[src/rtl/s2_deserializer.sv]
// Serial receive stage: rebuilds {addr,data} packets from sen/sd and writes them into RB2.
// Optional S2_FRAME_CHK_EN builds a sticky frame_err flag for bad frame lengths.
module s2_deserializer #(
    parameter int ADDR_W  = 3,
    parameter int DATA_W  = 18,
    parameter int NUM_PKT = 8
) (
    input  logic              clk,
    input  logic              rst,
    input  logic              sen,
    input  logic              sd,
    output logic              RB2_RW,
    output logic [ADDR_W-1:0] RB2_A,
    output logic [DATA_W-1:0] RB2_D,
    input  logic [DATA_W-1:0] RB2_Q,
    output logic              S2_done,
    output logic              frame_err
);

    localparam int         PKT_W    = ADDR_W + DATA_W;
    localparam logic [4:0] LAST_BIT = 5'(PKT_W - 1);
    localparam logic [3:0] PKT_LAST = 4'(NUM_PKT - 1);

    typedef enum logic [1:0] {IDLE, RECV, WRITE, DONE} state_t;

    state_t              state, state_n;
    logic [PKT_W-1:0]    sh, sh_n, sh_in;
    logic [4:0]          cnt, cnt_n;
    logic [3:0]          pkt, pkt_n;
    logic                rw_n;
    logic [ADDR_W-1:0]   a_n;
    logic [DATA_W-1:0]   d_n;
    logic                done_n;
    logic                unused_q;

    assign unused_q = ^RB2_Q;
    assign sh_in    = {sh[PKT_W-2:0], sd};

    always_ff @(posedge clk) begin
        if (rst) begin
            state   <= IDLE;
            sh      <= '0;
            cnt     <= '0;
            pkt     <= '0;
            RB2_RW  <= 1'b1;
            RB2_A   <= '0;
            RB2_D   <= '0;
            S2_done <= 1'b0;
        end else begin
            state   <= state_n;
            sh      <= sh_n;
            cnt     <= cnt_n;
            pkt     <= pkt_n;
            RB2_RW  <= rw_n;
            RB2_A   <= a_n;
            RB2_D   <= d_n;
            S2_done <= done_n;
        end
    end

    always_comb begin
        state_n = state;
        sh_n    = sh;
        cnt_n   = cnt;
        pkt_n   = pkt;
        rw_n    = 1'b1;
        a_n     = RB2_A;
        d_n     = RB2_D;
        done_n  = S2_done;
        case (state)
            IDLE: begin
                if (!sen) begin
                    sh_n    = sh_in;
                    cnt_n   = 5'd1;
                    state_n = RECV;
                end
            end
            RECV: begin
                if (sen) begin
                    cnt_n   = '0;
                    state_n = IDLE;
                end else begin
                    sh_n  = sh_in;
                    cnt_n = cnt + 5'd1;
                    if (cnt == LAST_BIT) begin
                        state_n = WRITE;
                        rw_n    = 1'b0;
                        a_n     = sh_in[PKT_W-1:DATA_W];
                        d_n     = sh_in[DATA_W-1:0];
                    end
                end
            end
            WRITE: begin
                // A low sen here is bit 0 of the next packet; an over-long frame's tail
                // therefore restarts a packet that ends short and is dropped.
                pkt_n = pkt + 4'd1;
                if (pkt == PKT_LAST) begin
                    cnt_n   = '0;
                    done_n  = 1'b1;
                    state_n = DONE;
                end else if (!sen) begin
                    sh_n    = sh_in;
                    cnt_n   = 5'd1;
                    state_n = RECV;
                end else begin
                    cnt_n   = '0;
                    state_n = IDLE;
                end
            end
            default: ;
        endcase
    end

`ifdef S2_FRAME_CHK_EN
    logic bad_frame;

    // sen rising mid-packet covers both short frames and the tail of an over-long one.
    assign bad_frame = (state == RECV) && sen;

    always_ff @(posedge clk) begin
        if (rst) frame_err <= 1'b0;
        else     frame_err <= frame_err | bad_frame;
    end
`else
    assign frame_err = 1'b0;
`endif

endmodule

[config.mk]
export PLATFORM = sky130hd
export DESIGN_NAME = s2_deserializer
export DESIGN_NICKNAME = d
export VERILOG_FILES = /design/src/rtl/s2_deserializer.sv
export SDC_FILE = /design/constraint.sdc
export NUM_CORES = 1
export LEC_CHECK = 0
export CORE_ASPECT_RATIO = 0.7
export CORE_MARGIN = 2
export CORE_UTILIZATION = 46
export CTS_CLUSTER_DIAMETER = 100
export DETAILED_ROUTE_END_ITERATION = 8
export HOLD_SLACK_MARGIN = 0.12
export PLACE_DENSITY_LB_ADDON = 0.12
export SYNTH_ARGS = -nofsm -noshare
export SYNTH_HDL_FRONTEND = slang
export SYNTH_SLANG_ARGS = --single-unit
[constraint.sdc]
create_clock -name clk -period 1.64 [get_ports clk]
set_clock_uncertainty 0.2 [all_clocks]
set_input_delay 0.492 -clock clk [delete_from_list [all_inputs] [get_ports clk]]
set_output_delay 0.492 -clock clk [all_outputs]
set_load 0.05 [all_outputs]
==> results of run 1 <==
[kinds of logic after synthesis]
kind of cell / after synthesis / share of synthesized area, %
DFF: 54 / 46.6
muxes: 23 / 9.93
adders and majority gates: 7 / 3.78
buffers and inverters: 25 / 5.83
AOI/OAI and AO/OA: 57 / 13.5
xor gates and xnor gates: 3 / 1.13
other: 1 / 0.162
and+or+nand+nor: 73 / 19.1
[routing by layer]
metal	track usage [%]	share of wire (%)	routed length [um]
met2	26.2	42	2000
met1	28.2	54	2600
met3	3.80	3.1	148
met4	5.68	0.88	42
met5	0	0	0
[synth_stat cells, drive strengths merged]
cell    count  area, sq um
a21boi      1         7.51
a21o        2         15.0
conb        1         3.75
clkbuf      5         18.8
nand2       3         11.3
nand3b      3         22.5
nand2b     24          150
xor2        2         17.5
and4b       2         23.8
a21oi      27          139
xnor2       1         8.76
and2        2         12.5
inv         7         26.3
or3         2         12.5
nand4b      1         8.76
a31o        2         17.5
mux2i      23          230
a311o       1         10.0
buf        13         90.1
a311oi      1         8.76
ha          7         87.6
dfxtp      54         1080
nor2        7         26.3
nand3      21          105
nor3        2         26.3
and2b       1         8.76
o21ai      23          115
nand4       3         18.8
nor2b       2         15.0
[path summary, 6_finish.rpt]
| path | from | to | slack [ns] |
|---|---|---|---|
| setup / recovery | state[0] | sh[18] | -0.07 |
| hold / removal | sh[7] | RB2_D[8] | 0.27 |
| setup reg to reg | state[0] | sh[18] | -0.07 |
| hold reg to reg | sh[7] | RB2_D[8] | 0.27 |
[sequential cells by signal (all words and copies together), names as in the netlist]
signal	cells
pkt	4
RB2_D	18
sh	20
cnt	5
RB2_RW	1
RB2_A	3
S2_done	1
state	2
[metrics by stage]
step / power, uW / hold WS (ns)
after floorplan: 1700 / 0.244
after detailed placement: 1840 / 0.256
after global placement: 1840 / 0.258
final: 2690 / 0.269
after CTS: 2680 / 0.272
after global routing: 2830 / 0.298
[power breakdown]
group	switching, uW	internal [uW]
clock	447	301
combinational	282	306
sequential	18.5	1340
total	748	1940
[worst max-delay path, stage by stage, from the launching register on]
cell and delay [ns]:
dfxtp_2 0.36, inv_2 0.05, ha_4 0.15, and4b_4 0.19
nor3_4 0.20, buf_4 0.16, buf_16 0.13, mux2i_1 0.19
[cell type report]
cell class / count / share of cell area, %
clock buffers: 5 / 2.09
flip-flops and latches: 54 / 33.1
clock inverters: 3 / 0.647
inverters: 7 / 0.800
well taps: 69 / 2.63
repair buffers: 60 / 25.5
multi-input cells: 164 / 35.3
[repair_timing]
action | 4_1_cts | 5_1_grt
gates cloned | 2 | 1
setup buffers | 4 | 3
setup endpoints to repair | 45 | 42
pin swaps | 2 | 1
gates resized for setup | 10 | 12
==> results.toml, run 1 <==
[timing]
maxSlewViolCount = 0
finalSetupViolCount = 21
rsz0062_at_grt = "true"
period_share_pct = 104
hold_viol = 0
finalWorstSetupSlack_ns = -0.0709
finalSetupTns_ns = -0.802
fin_crit_ns = 1.71
max_freq_mhz = 584

[cts]
clk_path_buf_depth = 2
cts_sinks = 54
path_clk_slew_ns = 0.10
cts_hold_buf = 0
cts_buffers = 5
clockRootBuffer = "clkbuf_8"
h-tree-depth = 2
cts_tree = "done"
clock_latency_ns = 0.31

[finish]
n_fill_cell = 381
fin_nets = 321
layout_common_cells = "dfxtp_1, buf_12, a21oi_1"
seq_area_sq_um = 1090
fin_util_pct = 68.3
final_area_sq_um = 3290
diodes = 0
area_growth_pct = 41.7
final_common_cell = "dfxtp_1"
layout-drive-gt1-share_pct = 29.4
multi_input_area_sq_um = 1160
final_cells = 362

[detailed_routing]
drt-wirelength-per-cell_um = 13.2
routed_wl_mm = 4.79
drt_iter0_markers = 67
ant_nets = 0
drc = 0
dr.pass1.iters = 4
viasPerCell = 4.95
route.vias.total = 1793

[worst_hold_path]
hold_path_class = "reg2reg"
holdPathStages = 2

[logic_synthesis]
synth_nets = 272
synth_cell_types = 37
synthCells = 243
ys_ff_latch = 54
synthesis.area_sq_um = 2320
avgSynthCellArea_sq_um = 9.54
ys.warnings.count = 0
synth-seq-area-share_pct = 46.6

[setup_path]
critPathRequiredTime_ns = 1.68
critical_path_class = "reg2reg"
r2r_cells = 7
critPathMaxFanout = 10
startpoint_type = "register"
crit_path_end_kind = "register"
arrival_ns = 1.75

[floorplan]
die_h_um = 63.4
io_pins = 46
die_area_sq_um = 5630
start_util_pct = 48.2
coreArea_sq_um = 4810
rows = 21
dieWidth_um = 88.9

[pwr]
ir_worst_vdd_mv = 0.555
cellPowerDensity_nw_per_um2 = 819
p_leak_uw = 0.00123

[status]
violations = "setup timing"
status = "finished with violations"

[place]
place.gp.congestion = 0.794
dp_hpwl_mm = 3.17
place_area_sq_um = 3030
dp.cells = 345
post-place-ws_ns = -0.438
io_buffers = 26

[job]
drv_cap = 0

[global_route]
grt_pass1_wl_mm = 8.22
gr-total-overflow = 0
antenna_found_initial = 0
grt_usage_pct = 18.6
grt_pass1_vias = 1738
grt_start_max_net_pins = 36
Power figures use the tool's default switching activity.
==> run 2: changes to the inputs <==
--- a/config.mk
+++ b/config.mk
@@ -12,6 +12,7 @@
 export DETAILED_ROUTE_END_ITERATION = 8
 export HOLD_SLACK_MARGIN = 0.12
 export PLACE_DENSITY_LB_ADDON = 0.12
+export REMOVE_ABC_BUFFERS = 1
 export SYNTH_ARGS = -nofsm -noshare
 export SYNTH_HDL_FRONTEND = slang
 export SYNTH_SLANG_ARGS = --single-unit
==> run 2 against run 1 <==
The run still ends with setup timing left. Combinational power is 1% higher. First-iteration DRC count shrank 9.0%. Cell count down 1.4%. Final area fell by 0.49%. Sequential share of layout area increased by 0.20 points. Non-clock buffer count decreased by 5. Clock-buffer cell count up 1. Largest cell class unchanged. Highest routed layer unchanged.
==> results.toml, run 2 (synthesis gave the netlist of run 1 again) <==
[pwr]
swShare_pct = 27.4
clkPwrFrac_pct = 29.2
cellPowerDensity_nw_per_um2 = 839
switching_power_uw = 752
seqPwrFrac_pct = 49.2
internal-power_uw = 1990
p_leak_uw = 0.00121
ir_worst_vdd_mv = 0.542
share_comb_of_total_power_pct = 21.7

[floorplan]
coreArea_sq_um = 4810
io_pins = 46
dieWidth_um = 88.9
die_area_sq_um = 5630
rows = 21
die_h_um = 63.4
start_util_pct = 48.2

[cts]
cts_buffers = 5
clk_path_buf_depth = 2
h-tree-depth = 2
cts_sinks = 54
clockRootBuffer = "clkbuf_8"
path_clk_slew_ns = 0.10
cts_tree = "done"
clock_latency_ns = 0.31
cts_hold_buf = 0

[place]
place_area_sq_um = 3000
io_buffers = 26
post-place-ws_ns = -0.427
place.gp.congestion = 0.742
dp.cells = 342
dp_hpwl_mm = 3.13

[global_route]
grt_pass1_wl_mm = 7.92
antenna_found_initial = 0
gr-total-overflow = 0
grt_usage_pct = 17.7
grt_pass1_vias = 1731
grt_start_max_net_pins = 39

[timing]
finalWorstSetupSlack_ns = -0.0700
maxSlewViolCount = 0
period_share_pct = 104
max_freq_mhz = 585
hold_viol = 0
finalSetupViolCount = 21
rsz0062_at_grt = "true"
fin_crit_ns = 1.71

[detailed_routing]
drt_iter0_markers = 61
route.vias.total = 1834
drc = 0
drt-wirelength-per-cell_um = 14.0
routed_wl_mm = 5.01
viasPerCell = 5.14
dr.pass1.iters = 4
ant_nets = 0

[setup_path]
critical_path_class = "reg2reg"
crit_top_cell = "buf_12"
startpoint_type = "register"
critPathRequiredTime_ns = 1.67
crit_path_end_kind = "register"
crit_chain = "inv_2 -> ha_4 -> and4b_4 -> nor3_4 -> buf_12 -> buf_12 -> mux2i_2"
cpMaxStageDelayCell = "dfxtp_2"
arrival_ns = 1.74
crit_path_max_incr_delay_ns = 0.35
critPathMaxFanout = 5

[finish]
area_growth_pct = 41.0
reg.largest.list = "sh: 20 flops, RB2_D: 18 flops, cnt: 5 flops"
largest_register_ffs = 20
regMostFlops = "sh"
seq_area_sq_um = 1090
multi_input_area_sq_um = 1160
fin_nets = 316
fin_util_pct = 68.0
final_area_sq_um = 3270
layout-drive-gt1-share_pct = 27.8
final_common_cell = "dfxtp_1"
n_fill_cell = 389
diodes = 0
final_cells = 357
layout_common_cells = "dfxtp_1, buf_12, a21oi_1"

[status]
status = "finished with violations"
violations = "setup timing"

[worst_hold_path]
hold_path_class = "reg2reg"

[job]
drv_cap = 0
run 2: cell count changes in the layout (fill, tap and decap cells not counted), moves of 2 or more:
cell,delta
buf_6,-2
buf_16,-2
dfxtp_2,-2
o21ai_0,-2
clkbuf_16,+2
buf_4,-5
inv_2,-2
a21oi_2,+2
buf_12,+2
inv_1,+2
o21ai_1,+2
run 2: worst max-delay path, delay by kind of cell, from the launching register on:
family	cells	cell delay, ns
DFF	1	0.35
adders and majority gates	1	0.15
and+or+nand+nor	2	0.40
muxes	1	0.21
buffers and inverters	3	0.32
run 2: metrics by stage:
stage / hold slack, ns / setup TNS (ns) / power, uW
floorplan: 0.238 / -13.38 / 1640
detailed placement: 0.256 / -17.57 / 1840
global placement: 0.254 / -16.40 / 1840
CTS: 0.264 / -0.175 / 2660
global route: 0.272 / -2.98 / 2880
finish: 0.271 / -0.767 / 2740
run 2: area by class of cell:
class                      count  area share (%)
multi-input combinational    164            35.4
clock buffer                   6            2.53
inverter                       7           0.804
clock inverter                 2           0.498
tap                           69            2.64
timing repair buffer          55            24.9
sequential                    54            33.3
run 2: final timing paths:
path | slack (ns) | depth (start not counted) | end | startpoint
worst min-delay path | 0.27 | 2 | RB2_A[1] | sh[18]
worst max-delay path | -0.07 | 7 | sh[8] | state[0]
worst min register to register | 0.27 | 2 | RB2_A[1] | sh[18]
worst max register to register | -0.07 | 7 | sh[8] | state[0]
run 2: power groups by stage:
stage / clock [uW] / combinational (uW) / sequential, uW
finish: 799 / 594 / 1350
global route: 885 / 641 / 1350
CTS: 820 / 494 / 1350
detailed placement: 0 / 468 / 1380
global placement: 0 / 462 / 1370
floorplan: 0 / 265 / 1380
run 2: timing repair:
action | in CTS | in global routing
resized for setup | 15 | 6
hold endpoints to repair | 0 | 0
endpoints found under the setup margin | 42 | 47
pin swaps | 0 | 5
buffers inserted | 1 | 2
gates cloned | 0 | 4
run 2: layer usage:
metal / GRT usage, % / share of wire [%]
met5: 0 / 0
met4: 4.55 / 0.80
met3: 3.93 / 3.8
met2: 26.1 / 45
met1: 26.0 / 50
